### src/rtl/display_pkg.sv
// Shared types and constants for the three-digit seven-segment scan controller.
package display_pkg;

    localparam int          NDIG    = 3;
    localparam logic [2:0]  AN_OFF  = 3'b111;
    localparam logic [6:0]  SEG_OFF = 7'b1111111;

    typedef enum logic {
        ST_BLANK = 1'b0,
        ST_SHOW  = 1'b1
    } scan_state_e;

    typedef logic [1:0] dig_t;

    localparam dig_t DIG_LAST = dig_t'(NDIG - 1);

    // One-hot active-low anode pattern for a digit index.
    function automatic logic [2:0] anode_for(input dig_t dig);
        logic [2:0] an;
        case (dig)
            2'd0:    an = 3'b110;
            2'd1:    an = 3'b101;
            2'd2:    an = 3'b011;
            default: an = AN_OFF;
        endcase
        return an;
    endfunction

endpackage

### src/rtl/display_slot_timer.sv
// Slot counter, digit index and BLANK/SHOW state; flags the last cycle of each frame.
module display_slot_timer
    import display_pkg::*;
#(
    parameter int PRESCALE = 50000,
    parameter int BLANK    = 16
) (
    input  logic        clk_i,
    input  logic        rst_n_i,
    output dig_t        dig_o,
    output scan_state_e state_o,
    output logic        boundary_o
);

    localparam int                CW         = $clog2(PRESCALE);
    localparam logic [CW-1:0]     LAST_CNT   = CW'(PRESCALE - 1);
    localparam logic [CW-1:0]     BLANK_CNT  = CW'(BLANK);
    localparam scan_state_e       SLOT_START = (BLANK == 0) ? ST_SHOW : ST_BLANK;

    if (PRESCALE < 2 || BLANK < 0 || BLANK >= PRESCALE) begin : g_bad_params
        $error("display_slot_timer: need PRESCALE >= 2 and 0 <= BLANK < PRESCALE");
    end

    logic [CW-1:0] cnt_q, cnt_d;
    dig_t          dig_q, dig_d;
    scan_state_e   state_q, state_d;

    // Timer state registers with synchronous active-low reset.
    always_ff @(posedge clk_i) begin
        if (!rst_n_i) begin
            cnt_q   <= '0;
            dig_q   <= 2'd0;
            state_q <= SLOT_START;
        end else begin
            cnt_q   <= cnt_d;
            dig_q   <= dig_d;
            state_q <= state_d;
        end
    end

    // Slot wrap advances the digit; SHOW begins once the count reaches BLANK.
    always_comb begin
        cnt_d   = cnt_q + CW'(1);
        dig_d   = dig_q;
        state_d = state_q;
        if (cnt_q == LAST_CNT) begin
            cnt_d   = '0;
            dig_d   = (dig_q == DIG_LAST) ? 2'd0 : dig_q + 2'd1;
            state_d = SLOT_START;
        end else if (cnt_d == BLANK_CNT) begin
            state_d = ST_SHOW;
        end else begin
            state_d = state_q;
        end
    end

    assign dig_o      = dig_q;
    assign state_o    = state_q;
    assign boundary_o = (dig_q == DIG_LAST) && (cnt_q == LAST_CNT);

endmodule

### src/rtl/hex_to_seg.sv
// Hex nibble to active-low seven-segment pattern, bit order {g,f,e,d,c,b,a}.
module HexToSeg (
    input  logic [3:0] hex_i,
    output logic [6:0] seg_o
);

    // Pure lookup; the default covers X inputs in simulation.
    always_comb begin
        case (hex_i)
            4'h0:    seg_o = 7'b1000000;
            4'h1:    seg_o = 7'b1111001;
            4'h2:    seg_o = 7'b0100100;
            4'h3:    seg_o = 7'b0110000;
            4'h4:    seg_o = 7'b0011001;
            4'h5:    seg_o = 7'b0010010;
            4'h6:    seg_o = 7'b0000010;
            4'h7:    seg_o = 7'b1111000;
            4'h8:    seg_o = 7'b0000000;
            4'h9:    seg_o = 7'b0010000;
            4'hA:    seg_o = 7'b0001000;
            4'hB:    seg_o = 7'b0000011;
            4'hC:    seg_o = 7'b1000110;
            4'hD:    seg_o = 7'b0100001;
            4'hE:    seg_o = 7'b0000110;
            4'hF:    seg_o = 7'b0001110;
            default: seg_o = 7'b1111111;
        endcase
    end

endmodule

### src/rtl/display_scan_ctrl.sv
// Three-digit scan controller: double-buffered digit registers swapped at frame
// boundaries, blanking between slots, registered segment/anode drive.
module display_scan_ctrl
    import display_pkg::*;
#(
    parameter int PRESCALE = 50000,
    parameter int BLANK    = 16
) (
    input  logic        clocksource,
    input  logic        reset_n,
    input  logic        wr_valid,
    output logic        wr_ready,
    input  logic [11:0] wr_data,
    input  logic [2:0]  wr_mask,
    output logic        frame_tick,
    output logic [6:0]  seg,
    output logic [2:0]  an
);

    dig_t        dig_s;
    scan_state_e state_s;
    logic        boundary_s;

    display_slot_timer #(
        .PRESCALE (PRESCALE),
        .BLANK    (BLANK)
    ) u_timer (
        .clk_i      (clocksource),
        .rst_n_i    (reset_n),
        .dig_o      (dig_s),
        .state_o    (state_s),
        .boundary_o (boundary_s)
    );

    logic [11:0] act_data_q, act_data_d;
    logic [2:0]  act_mask_q, act_mask_d;
    logic [11:0] sh_data_q,  sh_data_d;
    logic [2:0]  sh_mask_q,  sh_mask_d;
    logic        pending_q,  pending_d;
    logic        wr_ready_q, frame_tick_q;
    logic [6:0]  seg_q, seg_d;
    logic [2:0]  an_q,  an_d;
    logic        accept_s;
    logic [3:0]  nibble_s;
    logic        digit_en_s;
    logic [6:0]  seg_dec_s;

    assign accept_s = wr_valid && wr_ready_q;

    // Shadow/active buffering. A write can only land while nothing is pending,
    // so a write on the boundary cycle is never copied by that same boundary.
    always_comb begin
        act_data_d = act_data_q;
        act_mask_d = act_mask_q;
        sh_data_d  = sh_data_q;
        sh_mask_d  = sh_mask_q;
        pending_d  = pending_q;
        if (boundary_s && pending_q) begin
            act_data_d = sh_data_q;
            act_mask_d = sh_mask_q;
            pending_d  = 1'b0;
        end else if (accept_s) begin
            sh_data_d  = wr_data;
            sh_mask_d  = wr_mask;
            pending_d  = 1'b1;
        end else begin
            pending_d  = pending_q;
        end
    end

    // Nibble and enable for the digit currently being scanned.
    always_comb begin
        nibble_s   = 4'h0;
        digit_en_s = 1'b0;
        case (dig_s)
            2'd0: begin nibble_s = act_data_q[3:0];  digit_en_s = act_mask_q[0]; end
            2'd1: begin nibble_s = act_data_q[7:4];  digit_en_s = act_mask_q[1]; end
            2'd2: begin nibble_s = act_data_q[11:8]; digit_en_s = act_mask_q[2]; end
            default: begin nibble_s = 4'h0; digit_en_s = 1'b0; end
        endcase
    end

    HexToSeg u_hex (
        .hex_i (nibble_s),
        .seg_o (seg_dec_s)
    );

    // Pin drive: dark during blanking and for masked digits.
    always_comb begin
        an_d  = AN_OFF;
        seg_d = SEG_OFF;
        if (state_s == ST_SHOW && digit_en_s) begin
            an_d  = anode_for(dig_s);
            seg_d = seg_dec_s;
        end else begin
            an_d  = AN_OFF;
            seg_d = SEG_OFF;
        end
    end

    // Buffer, handshake and output registers; wr_ready tracks the next pending
    // value so it drops the cycle right after an accept.
    always_ff @(posedge clocksource) begin
        if (!reset_n) begin
            act_data_q   <= 12'h000;
            act_mask_q   <= 3'b111;
            sh_data_q    <= 12'h000;
            sh_mask_q    <= 3'b000;
            pending_q    <= 1'b0;
            wr_ready_q   <= 1'b0;
            frame_tick_q <= 1'b0;
            an_q         <= AN_OFF;
            seg_q        <= SEG_OFF;
        end else begin
            act_data_q   <= act_data_d;
            act_mask_q   <= act_mask_d;
            sh_data_q    <= sh_data_d;
            sh_mask_q    <= sh_mask_d;
            pending_q    <= pending_d;
            wr_ready_q   <= !pending_d;
            frame_tick_q <= boundary_s;
            an_q         <= an_d;
            seg_q        <= seg_d;
        end
    end

    assign wr_ready   = wr_ready_q;
    assign frame_tick = frame_tick_q;
    assign an         = an_q;
    assign seg        = seg_q;

endmodule

### config.mk
export PLATFORM = sky130hd
export DESIGN_NAME = display_scan_ctrl
export DESIGN_NICKNAME = d
export VERILOG_FILES = /design/src/rtl/display_pkg.sv /design/src/rtl/display_slot_timer.sv /design/src/rtl/hex_to_seg.sv /design/src/rtl/display_scan_ctrl.sv
export SDC_FILE = /design/constraint.sdc
export NUM_CORES = 1
export LEC_CHECK = 0
export CELL_PAD_IN_SITES_DETAIL_PLACEMENT = 0
export CELL_PAD_IN_SITES_GLOBAL_PLACEMENT = 1
export CORE_MARGIN = 8
export CORE_UTILIZATION = 39
export DETAILED_ROUTE_END_ITERATION = 8
export HOLD_SLACK_MARGIN = 0.03
export PLACE_DENSITY_LB_ADDON = 0.15
export SLEW_MARGIN = 20
export SYNTH_ARGS = -nofsm -noshare
export SYNTH_HDL_FRONTEND = slang
export SYNTH_SLANG_ARGS = --single-unit
### constraint.sdc
create_clock -name clocksource -period 1.85 [get_ports clocksource]
set_input_delay 0.37 -clock clocksource [delete_from_list [all_inputs] [get_ports clocksource]]
set_output_delay 0.37 -clock clocksource [all_outputs]
set_load 0.02 [all_outputs]
Word level (Yosys, flattened, before mapping) --
Memory sizes are Yosys's and may differ from the RTL's. A register that Yosys moved wholly into a read port is not among the register bits. Index checks and enable logic that the tools add are counted.
Cells by class: $add $sub $neg 2, eq/ne operators 4, mux-type cells 6, bitwise logic cells 2, reductions and logical operators 10
Operator list (number):
- $add A16 B1 Y16 const B | 1
- $eq A16 B16 Y1 const B | 1
- $eq A16 B5 Y1 const B | 1
- $pmux W4 S3 | 1
- $pmux W3 S3 | 1
- $logic_and A1 B1 Y1 | 4
- $reduce_and A2 Y1 | 2
- $pmux W1 S3 | 1
- $add A2 B1 Y2 const B | 1
- $eq A2 B1 Y1 const B | 1
- $eq A2 B2 Y1 const B | 1
- $logic_not A1 Y1 | 2
- $logic_not A2 Y1 | 1
- $mux W1 | 2
- $mux W2 | 1
- $not A1 Y1 | 2
- $reduce_or A2 Y1 | 1
Word-level totals: register bits after elaboration 55, bits in read-only memories 112, input port bits 18, output and inout port bits 12, word-level logic and storage cells 36, memories 1
Memory list:
- (name not given) | depth 16, bits a word 7, rd ports 1, clocked after memory_dff 1, write ports 0, RTL line hex_to_seg.sv:9 | case (hex_i)

Longest topological paths before layout --
word-level depth 5, depth in mapped cells 10, depth with buffers taken out 8

Modules after synthesis --
Synthesis repeated with hierarchy kept, for this count alone.
Unflattened totals: cells, all modules 326, area, all modules 2847.7 um^2
By module, submodules not included:
- display_scan_ctrl | instances 1, cells an instance 184, area an instance 1584.0 um^2, sequential area each 860.8 um^2
- display_slot_timer | instances 1, cells an instance 110, area an instance 988.4 um^2, sequential area each 380.4 um^2
- HexToSeg | instances 1, cells an instance 32, area an instance 275.3 um^2, sequential area each 0.0 um^2

Worst setup path after synthesis --
OpenSTA, ideal clock, no wires.
kind register to register, from reg u_timer.dig_q[0], in the netlist u_timer.dig_o[0], to reg seg_q[6], in the netlist seg[6], setup time 0.122 ns, data arrival time 1.868 ns, data required time 1.728 ns, path slack -0.140 ns, cell stages (with the launch flop) 10, path buffers 2, clock period less this slack 1.990 ns, cell sequence dfxtp_1 buf_2 nor2b_1 clkbuf_1 a21oi_1 inv_2 ha_1 nand2_1 o21ai_1 a221o_1
Between the ends: word-level cells in the longest chain between the ends 5, elaborated cells on any way between the ends 8, classes of those cells eq/ne: 2; mux: 2; reduce/logical: 4
Ends and longest elaborated chain:
- start: declaration | RTL line display_slot_timer.sv:25 | dig_t dig_q, dig_d;
- start signal: assignment | RTL line display_slot_timer.sv:36 | dig_q <= dig_d;
- $eq A2 B2 Y1 (tied with other cells) | RTL line display_scan_ctrl.sv:75 | case (dig_s)
- $pmux W1 S3 | RTL line display_scan_ctrl.sv:75
- $logic_and A1 B1 Y1 | RTL line display_scan_ctrl.sv:92 | if (state_s == ST_SHOW && digit_en_s) begin
- $reduce_and A2 Y1 (no source line)
- $logic_not A1 Y1 (no source line)
- end: declaration | RTL line display_scan_ctrl.sv:41 | logic [6:0] seg_q, seg_d;
Parallel ways exist; a longest one is shown, timed or not. A chain may end at the register's enable or synchronous reset.

Worst setup path in the final report --
from reg u_timer.cnt_q[4], to reg sh_data_q[3]
Between the ends: word-level cells in the longest chain between the ends 5
Ends and longest elaborated chain:
- start: declaration | RTL line display_slot_timer.sv:24 | logic [CW-1:0] cnt_q, cnt_d;
- start signal: assignment | RTL line display_slot_timer.sv:35 | cnt_q <= cnt_d;
- $eq A16 B16 Y1 | RTL line display_slot_timer.sv:59 | assign boundary_o = (dig_q == DIG_LAST) && (cnt_q == LAST_CNT);
- $logic_and A1 B1 Y1 | RTL line display_slot_timer.sv:59
- $logic_and A1 B1 Y1 | RTL line display_scan_ctrl.sv:58 | if (boundary_s && pending_q) begin
- $not A1 Y1 (no source line)
- $reduce_and A2 Y1 (no source line)
- end signal: assignment | RTL line display_scan_ctrl.sv:117 | sh_data_q <= sh_data_d;
- end: declaration | RTL line display_scan_ctrl.sv:37 | logic [11:0] sh_data_q, sh_data_d;
Every way passes these cells.

==> flow_metrics.tcl <==
set metrics [dict create \
    run_status "complete, no violations" \
    routed_via_density 4.71 \
    postSynthRegisterBits 62 \
    synth_area_um2 2840 \
    top_usage_layer "met2" \
    multi_input_area_um2 1540 \
    library_cell_occupying_the_most_area_in_the_post_synthesis_netlist "dfxtp_1" \
    routed_len_inst_um 13.1 \
    clock_tree_from_tritoncts "done" \
    powerDensity_nw_per_um2 727 \
    maxCapViolations 0 \
    num-fill-cells 691 \
    drt_drc_violations_left 0 \
    number_of_different_library_cells_in_the_post_synthesis_netlist 45 \
    synthArstFlopShare_pct 0 \
    grt_util_met3_pct 2.75 \
    grt_start_max_net_pins 39 \
    port-buffer-count 29 \
    critical_path_start_type "register" \
    routed_wirelength_um 6240 \
    final.period_utilization_pct 96.9 \
    r2r-start "u_timer.cnt_q[4]" \
    area_of_all_placed_cells_without_fillers_um2 3820 \
    cpLargestDelayFamily "simple AND/OR/NAND/NOR gates" \
    cts_buffer_depth 2 \
    grt.overflow.total 0 \
    post_synth_main_area_contributors "dfxtp_1 44%, mux2i_1 13%, nor2b_1 6.6%" \
    ff_latch_area_um2 1250 \
    maxSlewHeadroom_pct 78.2 \
    yosysSeqAreaShare_pct 43.6 \
    place_inst 456 \
    post-synth-top-area-fraction_pct 43.6 \
    hold_violations 0 \
    grt_first_pass_wirelength_um 10200 \
    crit_fanout 6 \
    number_of_flops_mapped_to_enable_cells_by_yosys 0 \
    synth_warnings 0 \
    ant_nets 0 \
    finalSetupViolCount 0 \
    critical_path.cell_chain "nand4b_1 -> nor4_4 -> and3_4 -> nor2_4 -> buf_12 -> mux2i_2 -> nor2b_1" \
    root_buffer "clkbuf_8" \
    syn_to_final_growth_pct 34.5 \
    clock_latency_ns 0.33 \
    top_level_ports 30 \
    ys.flop_type "dfxtp_1" \
    max-vdd-ir-drop_mv 0.445 \
    timing_worst_slew_pin_value_ns 0.326 \
    dr_total_vias 2245 \
    cts_made_buffers 9 \
    maximum_operating_frequency_mhz 558 \
    worst_ep_arrival_time_ns 2.02 \
    post_route_cells_drive_above_1_share_pct 20.6 \
    nets 398 \
    largest_stage_delay_on_the_critical_path_ns 0.37 \
    std_cell_rows 31 \
    core_um2 7180 \
    synth_area_per_cell_um2 9.39 \
    gr-usage-all-layers_pct 12.5 \
    floorplan.die.width_um 101 \
    clk_transition_reported_paths_ns 0.07 \
    timing.final.max_slew_violations 0 \
    post_syn_nets 327 \
    syn_inst 303 \
    cts_hold_repair.buffers 0 \
    detailedRoute.firstPassIterationCount 4 \
    critical_path_buf_inv_count 1 \
    n_diodes 0 \
    setup_ws_ns 0.0571 \
    totalPowerFinal_w 0.00278 \
    worstSetupStartpoint "u_timer.cnt_q[4]" \
    clock_sink_count 62 \
    setup.worst_path.class "reg2reg" \
    htreeDepth 3 \
    grt.met2_usage_pct 18.1 \
    critical_path.endpoint_type "register" \
    timing.clock.skew_ns 0.00493 \
    min-delay-start "act_mask_q[0]" \
    grt_use_met1_pct 17.0 \
    grt_antenna_before_repair 0 \
    routability_congestion_estimate_from_global_placement 0.792 \
    final_cell_count_no_fill 477 \
    hp-class "reg2reg" \
    cp_data_required_time_ns 2.08 \
    worst_path_max_delay_cell "nor4_4" \
    first_global_vias 2138 \
    die_y_um 101 \
    place_ws_ns -0.0448 \
    starting_density_pct 39.6 \
    drt_iter0_markers 80 \
    postLayoutCoreUtil_pct 53.3 \
    power_leakage_nw 1.43 \
    finalWorstPathRequiredPeriod_ns 1.79 \
    place.detailed.hpwl_um 4440 \
    grt_setup_unrepaired "yes" \
    cell_area_after_placement_um2 3500 \
    die_area_um2 10300 \
]
## worst reg2reg max path: stages (launching register included)
cell	delay, ns
dfxtp_2	0.32
nand4b_1	0.28
nor4_4	0.37
and3_4	0.29
nor2_4	0.07
buf_12	0.14
mux2i_2	0.17
nor2b_1	0.06
## flip-flops by register name, summed over array words and instances, names as in the netlist
| register | count |
|---|---|
| act_data_q | 12 |
| act_mask_q | 3 |
| an | 3 |
| frame_tick | 1 |
| pending_q | 1 |
| seg | 7 |
| sh_data_q | 12 |
| sh_mask_q | 3 |
| u_timer.cnt_q | 16 |
| u_timer.dig_o | 2 |
| u_timer.state_o | 1 |
| wr_ready | 1 |
## Yosys cell counts, types with 2 or more instances
| cell type | count |
|---|---|
| clkbuf_1 | 9 |
| o221ai_1 | 2 |
| inv_2 | 3 |
| xor2_1 | 10 |
| o21ai_1 | 6 |
| nand4_1 | 4 |
| inv_1 | 2 |
| and2_1 | 4 |
| nand3_1 | 11 |
| ha_1 | 6 |
| and3_1 | 6 |
| nand4b_1 | 2 |
| buf_6 | 3 |
| nor2b_1 | 30 |
| a21oi_1 | 8 |
| nor2_1 | 31 |
| a211o_1 | 2 |
| xnor2_1 | 5 |
| o21ai_0 | 3 |
| a21o_1 | 2 |
| mux2i_1 | 36 |
| buf_2 | 3 |
| nor3_1 | 2 |
| nand2_1 | 25 |
| o211ai_1 | 2 |
| dfxtp_1 | 62 |
| and4_1 | 3 |
| nand4bb_1 | 2 |
| nor3b_1 | 3 |
## through the flow
step	setup TNS, ns	hold slack, ns
2_1_floorplan	0	0.436
3_3_place_gp	-0.113	0.461
3_5_place_dp	-0.394	0.466
4_1_cts	0	0.488
5_1_grt	-0.233	0.518
6_report	0	0.476
## cells in the final DEF, fill, tap and decap left out, types with 2 or more instances in the layout
cell type,count
o21ai_0,3
nand4b_1,2
nor3_1,2
xor2_1,10
o221ai_1,2
and3_1,6
o211ai_1,2
mux2i_1,34
clkdlybuf4s50_1,29
nor2b_1,29
and2_1,4
ha_1,5
nand4_1,4
nor2_1,31
inv_2,3
o21ai_1,6
xnor2_1,5
clkbuf_8,12
dfxtp_2,3
a21oi_1,7
a211o_1,2
buf_4,43
mux2i_2,2
and4_1,3
nand2_1,25
nand3_1,11
nor3b_1,3
buf_12,2
inv_1,2
dfxtp_1,58
a21o_1,2
## final timing paths
check | end | slack, ns | cells past startpoint
hold / removal | act_mask_q[0] | 0.48 | 2
setup / recovery | sh_data_q[3] | 0.06 | 7
hold reg to reg | act_mask_q[0] | 0.48 | 2
setup reg to reg | sh_data_q[3] | 0.06 | 7
## cell families after synthesis
logic type	after synthesis	share of synthesized area, %
AO/OA/AOI/OAI	33	7.48
AND/OR/NAND/NOR	130	24.7
flip-flops	62	43.6
multiplexers	36	12.7
buffers and inverters	21	4.27
XOR/XNOR	15	4.62
adder cells (fa/ha/maj)	6	2.64
## metal layers
| layer | wire [um] | part of all wire [%] |
|---|---|---|
| met1 | 3290 | 53 |
| met2 | 2670 | 43 |
| met3 | 191 | 3.1 |
| met4 | 97 | 1.6 |
| met5 | 0 | 0 |
## report_power, final
group          switching [W]  total [W]  internal [W]  leakage [nW]
logic              0.0000656   0.000167      0.000101         0.824
registers          0.0000166    0.00138       0.00136         0.504
clock network       0.000515    0.00124      0.000723         0.104
total               0.000597    0.00278       0.00218          1.43
## what timing repair did
item	4_1_cts	5_1_grt
gates resized for setup	0	9
buffers inserted	0	5
endpoints found under the setup margin	0	34
## area by class of cell
type,count,share of cell area (%)
Timing Repair Buffer,76,18.0
Sequential cell,62,32.6
Clock buffer,12,4.32
Multi-Input combinational cell,220,40.2
Tap cell,99,3.24
Clock inverter,3,1.11
Inverter,5,0.491
(Power assumes the default switching activity.)
